==> config.mk <==
export PLATFORM = sky130hd
export DESIGN_NAME = led_div_ctrl_flat
export DESIGN_NICKNAME = d
export VERILOG_FILES = /design/src/rtl/led_pkg.sv /design/src/rtl/led_div_ctrl_if.sv /design/src/rtl/led_edge_cnt.sv /design/src/rtl/led_div_ctrl.sv /design/src/flat_wrapper.sv
export SDC_FILE = /design/constraint.sdc
export NUM_CORES = 1
export LEC_CHECK = 0
export CORE_ASPECT_RATIO = 1.2
export CORE_UTILIZATION = 43
export DETAILED_ROUTE_END_ITERATION = 10
export PLACE_DENSITY_LB_ADDON = 0.12
export SLEW_MARGIN = 40
export SYNTH_ARGS = -nofsm -noshare
export SYNTH_HDL_FRONTEND = slang
export SYNTH_SLANG_ARGS = --single-unit
==> constraint.sdc <==
create_clock -name clk100 -period 6.2 [get_ports clk100]
set_input_delay 1.24 -clock clk100 [delete_from_list [all_inputs] [get_ports clk100]]
set_output_delay 1.24 -clock clk100 [all_outputs]
set_load 0.01 [all_outputs]
==> src/rtl/led_pkg.sv <==
// Shared constants and state encoding for the LED divider controller.
package led_pkg;
  localparam int LED_DIV_W = 5;
  localparam logic [LED_DIV_W-1:0] LED_DIV_RST = 5'h7;

  typedef enum logic [2:0] {IDLE, LOAD, HOLD, HOST, REL} led_ctrl_state_t;
endpackage

==> src/rtl/led_div_ctrl_if.sv <==
// Host write port of the LED divider controller: level request held until a one-cycle ack.
interface led_div_ctrl_if;
  logic                          host_req_i;
  logic [led_pkg::LED_DIV_W-1:0] host_div_i;
  logic                          host_ack_o;

  modport master (output host_req_i, host_div_i, input host_ack_o);
  modport slave  (input host_req_i, host_div_i, output host_ack_o);
endinterface

==> src/rtl/led_edge_cnt.sv <==
// Rising-edge detector on led_int_i feeding a saturating hold counter with clear and done.
module led_edge_cnt #(
  parameter int HOLD_W = 8
) (
  input  logic              clk100,
  input  logic              rst_n,
  input  logic              led_int_i,
  input  logic              en_i,
  input  logic              clr_i,
  input  logic [HOLD_W-1:0] hold_i,
  output logic              done
);
  logic              led_q;
  logic              rise;
  logic [HOLD_W-1:0] cnt, cnt_nxt, hold_eff;

  assign rise     = led_int_i & ~led_q;
  assign hold_eff = (hold_i == '0) ? HOLD_W'(1) : hold_i;

  always_comb begin
    cnt_nxt = cnt;
    if (en_i && rise && (cnt != '1)) cnt_nxt = cnt + 1'b1;
  end

  // Compare against the post-edge count so the completing edge itself ends the hold.
  assign done = en_i && (cnt_nxt >= hold_eff);

  always_ff @(posedge clk100 or negedge rst_n) begin
    if (!rst_n) begin
      led_q <= 1'b0;
      cnt   <= '0;
    end else begin
      led_q <= led_int_i;
      cnt   <= clr_i ? '0 : cnt_nxt;
    end
  end
endmodule

==> src/rtl/led_div_ctrl.sv <==
// Arbitrates the LED counter div/wren write port between a step sequencer and a host.
// Build option: LED_DIV_CTRL_PINGPONG_EN makes the sequencer bounce instead of wrap.
module led_div_ctrl
  import led_pkg::*;
#(
  parameter  int NUM_STEPS = 4,
  parameter  int HOLD_W    = 8,
  localparam int STEP_W    = (NUM_STEPS > 1) ? $clog2(NUM_STEPS) : 1
) (
  input  logic                           clk100,
  input  logic                           rst_n,
  input  logic                           seq_en_i,
  input  logic [HOLD_W-1:0]              hold_i,
  input  logic [NUM_STEPS*LED_DIV_W-1:0] step_div_i,
  led_div_ctrl_if.slave                  host,
  input  logic                           led_int_i,
  output logic [LED_DIV_W-1:0]           div_o,
  output logic                           wren_o,
  output logic [STEP_W-1:0]              step_o,
  output logic                           busy_o
);
  localparam logic [STEP_W-1:0] STEP_LAST = STEP_W'(NUM_STEPS - 1);

  led_ctrl_state_t       state, state_nxt;
  logic [STEP_W-1:0]     step_nxt, step_adv;
  logic [LED_DIV_W-1:0]  div_nxt, tbl_div;
  logic                  wren_nxt, ack_nxt, ack_q, hold_done;

  assign tbl_div       = step_div_i[LED_DIV_W*int'(step_o) +: LED_DIV_W];
  assign busy_o        = (state != IDLE);
  assign host.host_ack_o = ack_q;

  led_edge_cnt #(.HOLD_W(HOLD_W)) u_edge_cnt (
    .clk100    (clk100),
    .rst_n     (rst_n),
    .led_int_i (led_int_i),
    .en_i      (state == HOLD),
    .clr_i     (state == LOAD),
    .hold_i    (hold_i),
    .done      (hold_done)
  );

`ifdef LED_DIV_CTRL_PINGPONG_EN
  logic dir_up, dir_nxt, dir_adv;

  always_comb begin
    step_adv = step_o;
    dir_adv  = dir_up;
    if (NUM_STEPS > 1) begin
      if (dir_up) begin
        if (step_o == STEP_LAST) begin
          step_adv = step_o - 1'b1;
          dir_adv  = 1'b0;
        end else step_adv = step_o + 1'b1;
      end else begin
        if (step_o == '0) begin
          step_adv = step_o + 1'b1;
          dir_adv  = 1'b1;
        end else step_adv = step_o - 1'b1;
      end
    end
  end

  always_ff @(posedge clk100 or negedge rst_n) begin
    if (!rst_n) dir_up <= 1'b1;
    else        dir_up <= dir_nxt;
  end
`else
  always_comb begin
    step_adv = (step_o == STEP_LAST) ? '0 : step_o + 1'b1;
  end
`endif

  always_comb begin
    state_nxt = state;
    step_nxt  = step_o;
    div_nxt   = div_o;
    wren_nxt  = 1'b0;
    ack_nxt   = 1'b0;
`ifdef LED_DIV_CTRL_PINGPONG_EN
    dir_nxt   = dir_up;
`endif
    unique case (state)
      IDLE: begin
        if (host.host_req_i) state_nxt = HOST;
        else if (seq_en_i)   state_nxt = LOAD;
      end
      LOAD: begin
        div_nxt   = tbl_div;
        wren_nxt  = 1'b1;
        state_nxt = HOLD;
      end
      HOLD: begin
        // Host preempts a coincident hold completion; the step stays put for the reload.
        if (host.host_req_i) state_nxt = HOST;
        else if (hold_done) begin
          step_nxt  = step_adv;
`ifdef LED_DIV_CTRL_PINGPONG_EN
          dir_nxt   = dir_adv;
`endif
          state_nxt = LOAD;
        end else if (!seq_en_i) state_nxt = IDLE;
      end
      HOST: begin
        div_nxt   = host.host_div_i;
        wren_nxt  = 1'b1;
        ack_nxt   = 1'b1;
        state_nxt = REL;
      end
      REL:     if (!host.host_req_i) state_nxt = IDLE;
      default: state_nxt = IDLE;
    endcase
  end

  always_ff @(posedge clk100 or negedge rst_n) begin
    if (!rst_n) begin
      state  <= IDLE;
      step_o <= '0;
      div_o  <= LED_DIV_RST;
      wren_o <= 1'b0;
      ack_q  <= 1'b0;
    end else begin
      state  <= state_nxt;
      step_o <= step_nxt;
      div_o  <= div_nxt;
      wren_o <= wren_nxt;
      ack_q  <= ack_nxt;
    end
  end
endmodule

==> src/flat_wrapper.sv <==
// flat-port wrapper written by rule: the top's interface ports become plain ports
module led_div_ctrl_flat import led_pkg::*;
#(
  parameter  int NUM_STEPS = 4,
  parameter  int HOLD_W    = 8,
  localparam int STEP_W    = (NUM_STEPS > 1) ? $clog2(NUM_STEPS) : 1
)
  (clk100, rst_n, seq_en_i, hold_i, step_div_i, led_int_i, div_o, wren_o, step_o, busy_o, host_host_req_i, host_host_div_i, host_host_ack_o);
  led_div_ctrl_if host_i ();
  input  logic clk100;
  input  logic rst_n;
  input  logic seq_en_i;
  input  logic [HOLD_W-1:0] hold_i;
  input  logic [NUM_STEPS*LED_DIV_W-1:0] step_div_i;
  input  logic led_int_i;
  output logic [LED_DIV_W-1:0] div_o;
  output logic wren_o;
  output logic [STEP_W-1:0] step_o;
  output logic busy_o;
  input wire logic [$bits(host_i.host_req_i)-1:0] host_host_req_i;
  input wire logic [$bits(host_i.host_div_i)-1:0] host_host_div_i;
  output wire logic [$bits(host_i.host_ack_o)-1:0] host_host_ack_o;
  assign host_i.host_req_i = host_host_req_i;
  assign host_i.host_div_i = host_host_div_i;
  assign host_host_ack_o = host_i.host_ack_o;
  led_div_ctrl #(.NUM_STEPS(NUM_STEPS), .HOLD_W(HOLD_W)) u_core (.clk100(clk100), .rst_n(rst_n), .seq_en_i(seq_en_i), .hold_i(hold_i), .step_div_i(step_div_i), .host(host_i), .led_int_i(led_int_i), .div_o(div_o), .wren_o(wren_o), .step_o(step_o), .busy_o(busy_o));
endmodule
## Yosys cells after proc, flatten, opt, wreduce, memory -nomap -nowiden

Index checks and enable logic that the tools add are counted.
W data, S select, Z words.

| word-level totals | value |
|---|---|
| register bits after elaboration | 21 |
| RAM bits | 0 |
| bits in latches | 0 |
| logic and storage cells | 48 |
| output and inout bits | 10 |
| memories | 0 |
| bits in read-only memories | 0 |

| cells by class | value |
|---|---|
| shift operators | 1 |
| reductions and logical operators | 10 |
| multiply operators | 1 |
| divide/modulo/power cells | 0 |
| order comparisons | 1 |
| mux-type cells | 14 |
| bitwise gates (word level) | 3 |
| add/sub/neg operators | 2 |
| equality and inequality tests | 9 |

Operator list:

| operator | count |
|---|---|
| $shiftx A20 B32 Y5 | 1 |
| $mux W8 | 3 |
| $mux W3 | 6 |
| $pmux W3 S5 | 1 |
| $pmux W5 S2 | 1 |
| $add A8 B1 Y8 const B | 1 |
| $ge A8 B8 Y1 | 1 |
| $logic_not A8 Y1 | 1 |
| $ne A8 B8 Y1 const B | 1 |
| $eq A3 B2 Y1 const B | 2 |
| $reduce_and A3 Y1 | 2 |
| $mul A3 B2 Y5 const A | 1 |
| $ne A4 B3 Y1 const B | 1 |
| $eq A3 B1 Y1 const B | 1 |
| $eq A3 B3 Y1 const B | 1 |
| $logic_and A1 B1 Y1 | 3 |
| $logic_not A3 Y1 | 1 |
| $ne A3 B3 Y1 const B | 1 |
| $reduce_bool A3 Y1 | 1 |
| $add A2 B1 Y2 const B | 1 |
| $eq A2 B2 Y1 const B | 1 |
| $mux W1 | 2 |
| $mux W2 | 1 |
| $ne A2 B2 Y1 const B | 1 |
| other kinds (4) | 5 |

## Depth between registers and ports, before layout

| logic depth | value |
|---|---|
| word-level depth | 10 |
| mapped depth | 10 |
| gate-level depth less buffers | 10 |

## Modules after synthesis

Synthesis repeated with hierarchy kept, for this count alone.

| second synthesis, totals | value |
|---|---|
| cell total of the unflattened synthesis | 128 |
| area total of the unflattened synthesis | 1392.6 um^2 |

Modules (own cells, without submodules):

| module | cells an instance | area each (um^2) | instances |
|---|---|---|---|
| led_edge_cnt | 74 | 721.9 | 1 |
| led_div_ctrl | 54 | 670.6 | 1 |

## Worst setup path after synthesis

OpenSTA, ideal clock, no wires.

| timing path | value |
|---|---|
| kind | input to register |
| start | input led_int_i |
| end | register u_core.state[1] |
| required time | 6096 ps |
| path slack | 3068 ps |
| setup time | 104 ps |
| path buffers | 0 |
| stages on the path | 7 |
| arrival time | 3028 ps |
| cells stage by stage | o211ai_1 -> mux2_2 -> ha_1 -> or4_1 -> a21oi_1 -> o31ai_1 -> a221oi_1 |

| on the way | value |
|---|---|
| cells in the longest elaborated chain, start to end | 9 |
| elaborated cells between the ends (all ways) | 11 |
| those cells by class | order compare: 1; eq/ne: 1; mux: 4; bitwise: 1; reduce/logical: 4 |

Ends and longest elaborated chain:

| item | RTL line | source |
|---|---|---|
| from (decl) | flat_wrapper.sv:15 | `input logic led_int_i;` |
| $and A1 B1 Y1 * | led_edge_cnt.sv:17 | `assign rise = led_int_i & ~led_q;` |
| $logic_and A1 B1 Y1 * (2 in series) | led_edge_cnt.sv:22 | `if (en_i && rise && (cnt != '1)) cnt_nxt = cnt + 1'b1;` |
| $mux W8 * | led_edge_cnt.sv:22 |  |
| $ge A8 B8 Y1 * | led_edge_cnt.sv:26 | `assign done = en_i && (cnt_nxt >= hold_eff);` |
| $logic_and A1 B1 Y1 * | led_edge_cnt.sv:26 |  |
| $mux W3 | led_div_ctrl.sv:96 | `else if (hold_done) begin` |
| $mux W3 | led_div_ctrl.sv:95 | `if (host.host_req_i) state_nxt = HOST;` |
| $pmux W3 S5 | led_div_ctrl.sv:83 | `unique case (state)` |
| to (signal assigned) | led_div_ctrl.sv:123 | `state <= state_nxt;` |
| to (decl) | led_div_ctrl.sv:24 | `led_ctrl_state_t state, state_nxt;` |

Every way passes the cells marked *; elsewhere a longest branch is shown, timed or not.
A chain may end at the register's enable or synchronous reset.

## Final worst setup path

Same ends and word-level chain as after synthesis.

==> impl_metrics.tcl <==
set metrics [dict create \
    vdd_drop_max_uv 132 \
    nets 245 \
    critPathKind "primary input to flip-flop" \
    die-area_mm2 0.00357 \
    core_mm2 0.00311 \
    ys_warn_count 0 \
    vias_per_cell 5.75 \
    critPathLaunch "led_int_i" \
    die_h_um 65.3 \
    synth_top_flop_cell "dfrtp_1" \
    grt_first_pass_wirelength_um 5750 \
    timing.rr.end "u_core.state[1]" \
    worst-r2r-setup-slack_ns 2.92 \
    synthesis.nets 197 \
    layout-drive-gt1-share_pct 10.2 \
    place_congestion 0.784 \
    synth_area_mm2 0.00143 \
    drt-total-wl_um 3550 \
    cp-start-kind "primary input" \
    cts.sinks 21 \
    status "finished clean" \
    wl_per_cell_um 15.3 \
    initial_core_util_pct 46.1 \
    cap_violations 0 \
    end_kind "flip-flop" \
    min_period_ns 3.56 \
    cp.arrival_ns 3.79 \
    syn_avg_cell_area_um2 9.62 \
    fin_crit_sh_pct 57.4 \
    total_power_uw 516 \
    p_leak_nw 0.833 \
    cpMaxStageDelayCell "or4_1" \
    drcViolationCount 0 \
    drt_iter0_drc 27 \
    crit_required_ns 6.43 \
    cpPeakStageDelay_ns 0.52 \
    firstDrtPassIters 6 \
    cts_setup_buffers 0 \
    h-tree-depth 1 \
    gr-total-overflow 0 \
    die_x_um 54.7 \
    grt_max_degree 22 \
    dp.final_hpwl_um 2830 \
    r2r-start "u_core.state[1]" \
    min_to "u_core.div_o[2]" \
    ys_seq_area_share_pct 36.9 \
    final.setup.tns_ns 0 \
    p_per_area_mw_per_mm2 264 \
    fmax_mhz 281 \
    io_buffers 47 \
    reg2reg_depth 8 \
    fp-row-count 22 \
    maxSlewViolCount 0 \
    path_clk_slew_ns 0.13 \
    clkLatencyLatePin_ns 0.32 \
    grt_setup_unrepaired "no" \
    clk_path_buf_depth 2 \
    synth_cell_types 41 \
    grt_pass1_vias 1310 \
    hold_path_class "flip-flop to flip-flop" \
    synth_edf_count 0 \
    skew_ns 0.00181 \
    hold_violations 0 \
    ctsHoldBuffers 0 \
    cts_resized 0 \
    io_pins 48 \
    worstPathCellList "clkdlybuf4s50_1, o211ai_1, mux2_2, ha_1, or4_1, a21oi_1, o31ai_1, a221oi_1" \
    cts_made_buffers 3 \
    antenna_cells 0 \
    cts_tree "built" \
    tightestPinTransition_ns 0.711 \
    worstPathMaxFanout 7 \
    grt_usage_pct 22.3 \
    setup_viol 0 \
    worstHoldPathCells 2 \
    num_vias 1334 \
    yosys_register_bits 21 \
    syn2layout_area_growth_pct 36.5 \
    antenna_found_initial 0 \
    netlist_instances 149 \
    drtAntennaViolNets 0 \
    min_from "u_core.div_o[2]" \
    root_buffer "clkbuf_4" \
    async_flop_share_pct 100 \
    slew_headroom_pct 52.3 \
]
[metal layers]
| metal | up-vias | global-route usage [%] | share of wire [%] |
|---|---|---|---|
| li1 | 657 | - | - |
| met4 | 0 | 6.73 | 1.8 |
| met5 | - | 0 | 0 |
| met2 | 45 | 39.3 | 52 |
| met1 | 627 | 26.8 | 42 |
| met3 | 5 | 3.24 | 3.9 |
[layout make-up]
| class | count | area (µm²) |
|---|---|---|
| Timing Repair Buffer | 47 | 465 |
| Fill cell | 263 | 1150 |
| Clock inverter | 1 | 5.00 |
| Multi-Input combinational cell | 114 | 852 |
| Tap cell | 36 | 45.0 |
| Clock buffer | 3 | 22.5 |
| Sequential cell | 21 | 529 |
| Inverter | 10 | 37.5 |
[worst max-delay path, delay by kind of cell]
kind / cells / cell delay, ns
AOI/OAI and AO/OA: 4 / 0.94
adders and majority gates: 1 / 0.19
buffers and inverters: 1 / 0.51
muxes: 1 / 0.39
and+or+nand+nor: 1 / 0.52
[kinds of logic after synthesis]
logic type	Yosys count	share of synthesized area, %
muxes	8	10.2
buffers and inverters	14	3.66
xor gates and xnor gates	3	1.83
AOI/OAI and AO/OA	35	16.5
adders and majority gates	10	8.73
and+or+nand+nor	58	22.2
DFF	21	36.9
[worst max-delay path by stage]
stage                                  to  slack, ns  cells past startpoint
after global placement    u_core.state[1]       2.39                      8
final                     u_core.state[1]       2.64                      8
after global routing      u_core.state[1]       2.45                      8
after floorplan           u_core.state[1]       3.07                      7
after CTS                 u_core.state[1]       2.66                      8
after detailed placement  u_core.state[1]       2.32                      8
[metrics by stage]
step / instance area, µm² / std cells / util, % / hold WS, ns / setup slack, ns
3_3_place_gp: 1930 / 228 / 62.2 / 0.493 / 2.39
5_1_grt: 1960 / 232 / 62.9 / 0.527 / 2.45
4_1_cts: 1960 / 232 / 62.9 / 0.512 / 2.66
2_1_floorplan: 1430 / 149 / - / 0.505 / 3.07
3_5_place_dp: 1930 / 228 / 62.0 / 0.496 / 2.32
6_report: 1960 / 232 / 62.9 / 0.515 / 2.64
[synth_stat cells (3+ instances only)]
library cell,n,area [µm²]
dfrtp_1,18,450
nor2_1,15,56.3
a21oi_1,13,65.1
ha_1,10,125
nand2_1,9,33.8
inv_1,8,30.0
nand3_1,7,35.0
mux4_2,5,113
and3_1,4,25.0
clkbuf_1,4,15.0
and2_1,3,18.8
dfstp_2,3,78.8
mux2_2,3,33.8
nand2b_1,3,18.8
nor2b_1,3,18.8
o211ai_1,3,22.5
or3_1,3,18.8
[placed cells by master (no fill, tap or decap), types with 4 or more instances in the layout]
cell type,Yosys,routed
a21oi_1,13,13
and3_1,4,4
clkdlybuf4s50_1,0,46
dfrtp_1,18,18
ha_1,10,10
inv_1,8,8
mux4_2,5,5
nand2_1,9,9
nand3_1,7,7
nor2_1,15,15
[flip-flops by register name, indices dropped and copies added (netlist names)]
register	cells
u_core.div_o	5
u_core.host.host_ack_o	1
u_core.state	3
u_core.step_o	2
u_core.u_edge_cnt.cnt	8
u_core.u_edge_cnt.led_q	1
u_core.wren_o	1
[power breakdown]
group	internal [mW]	total [mW]	switching (mW)
combinational	0.119	0.229	0.111
sequential	0.179	0.216	0.0364
clock	0.0242	0.0710	0.0468
Note: power is estimated with default switching activity, not from simulation.
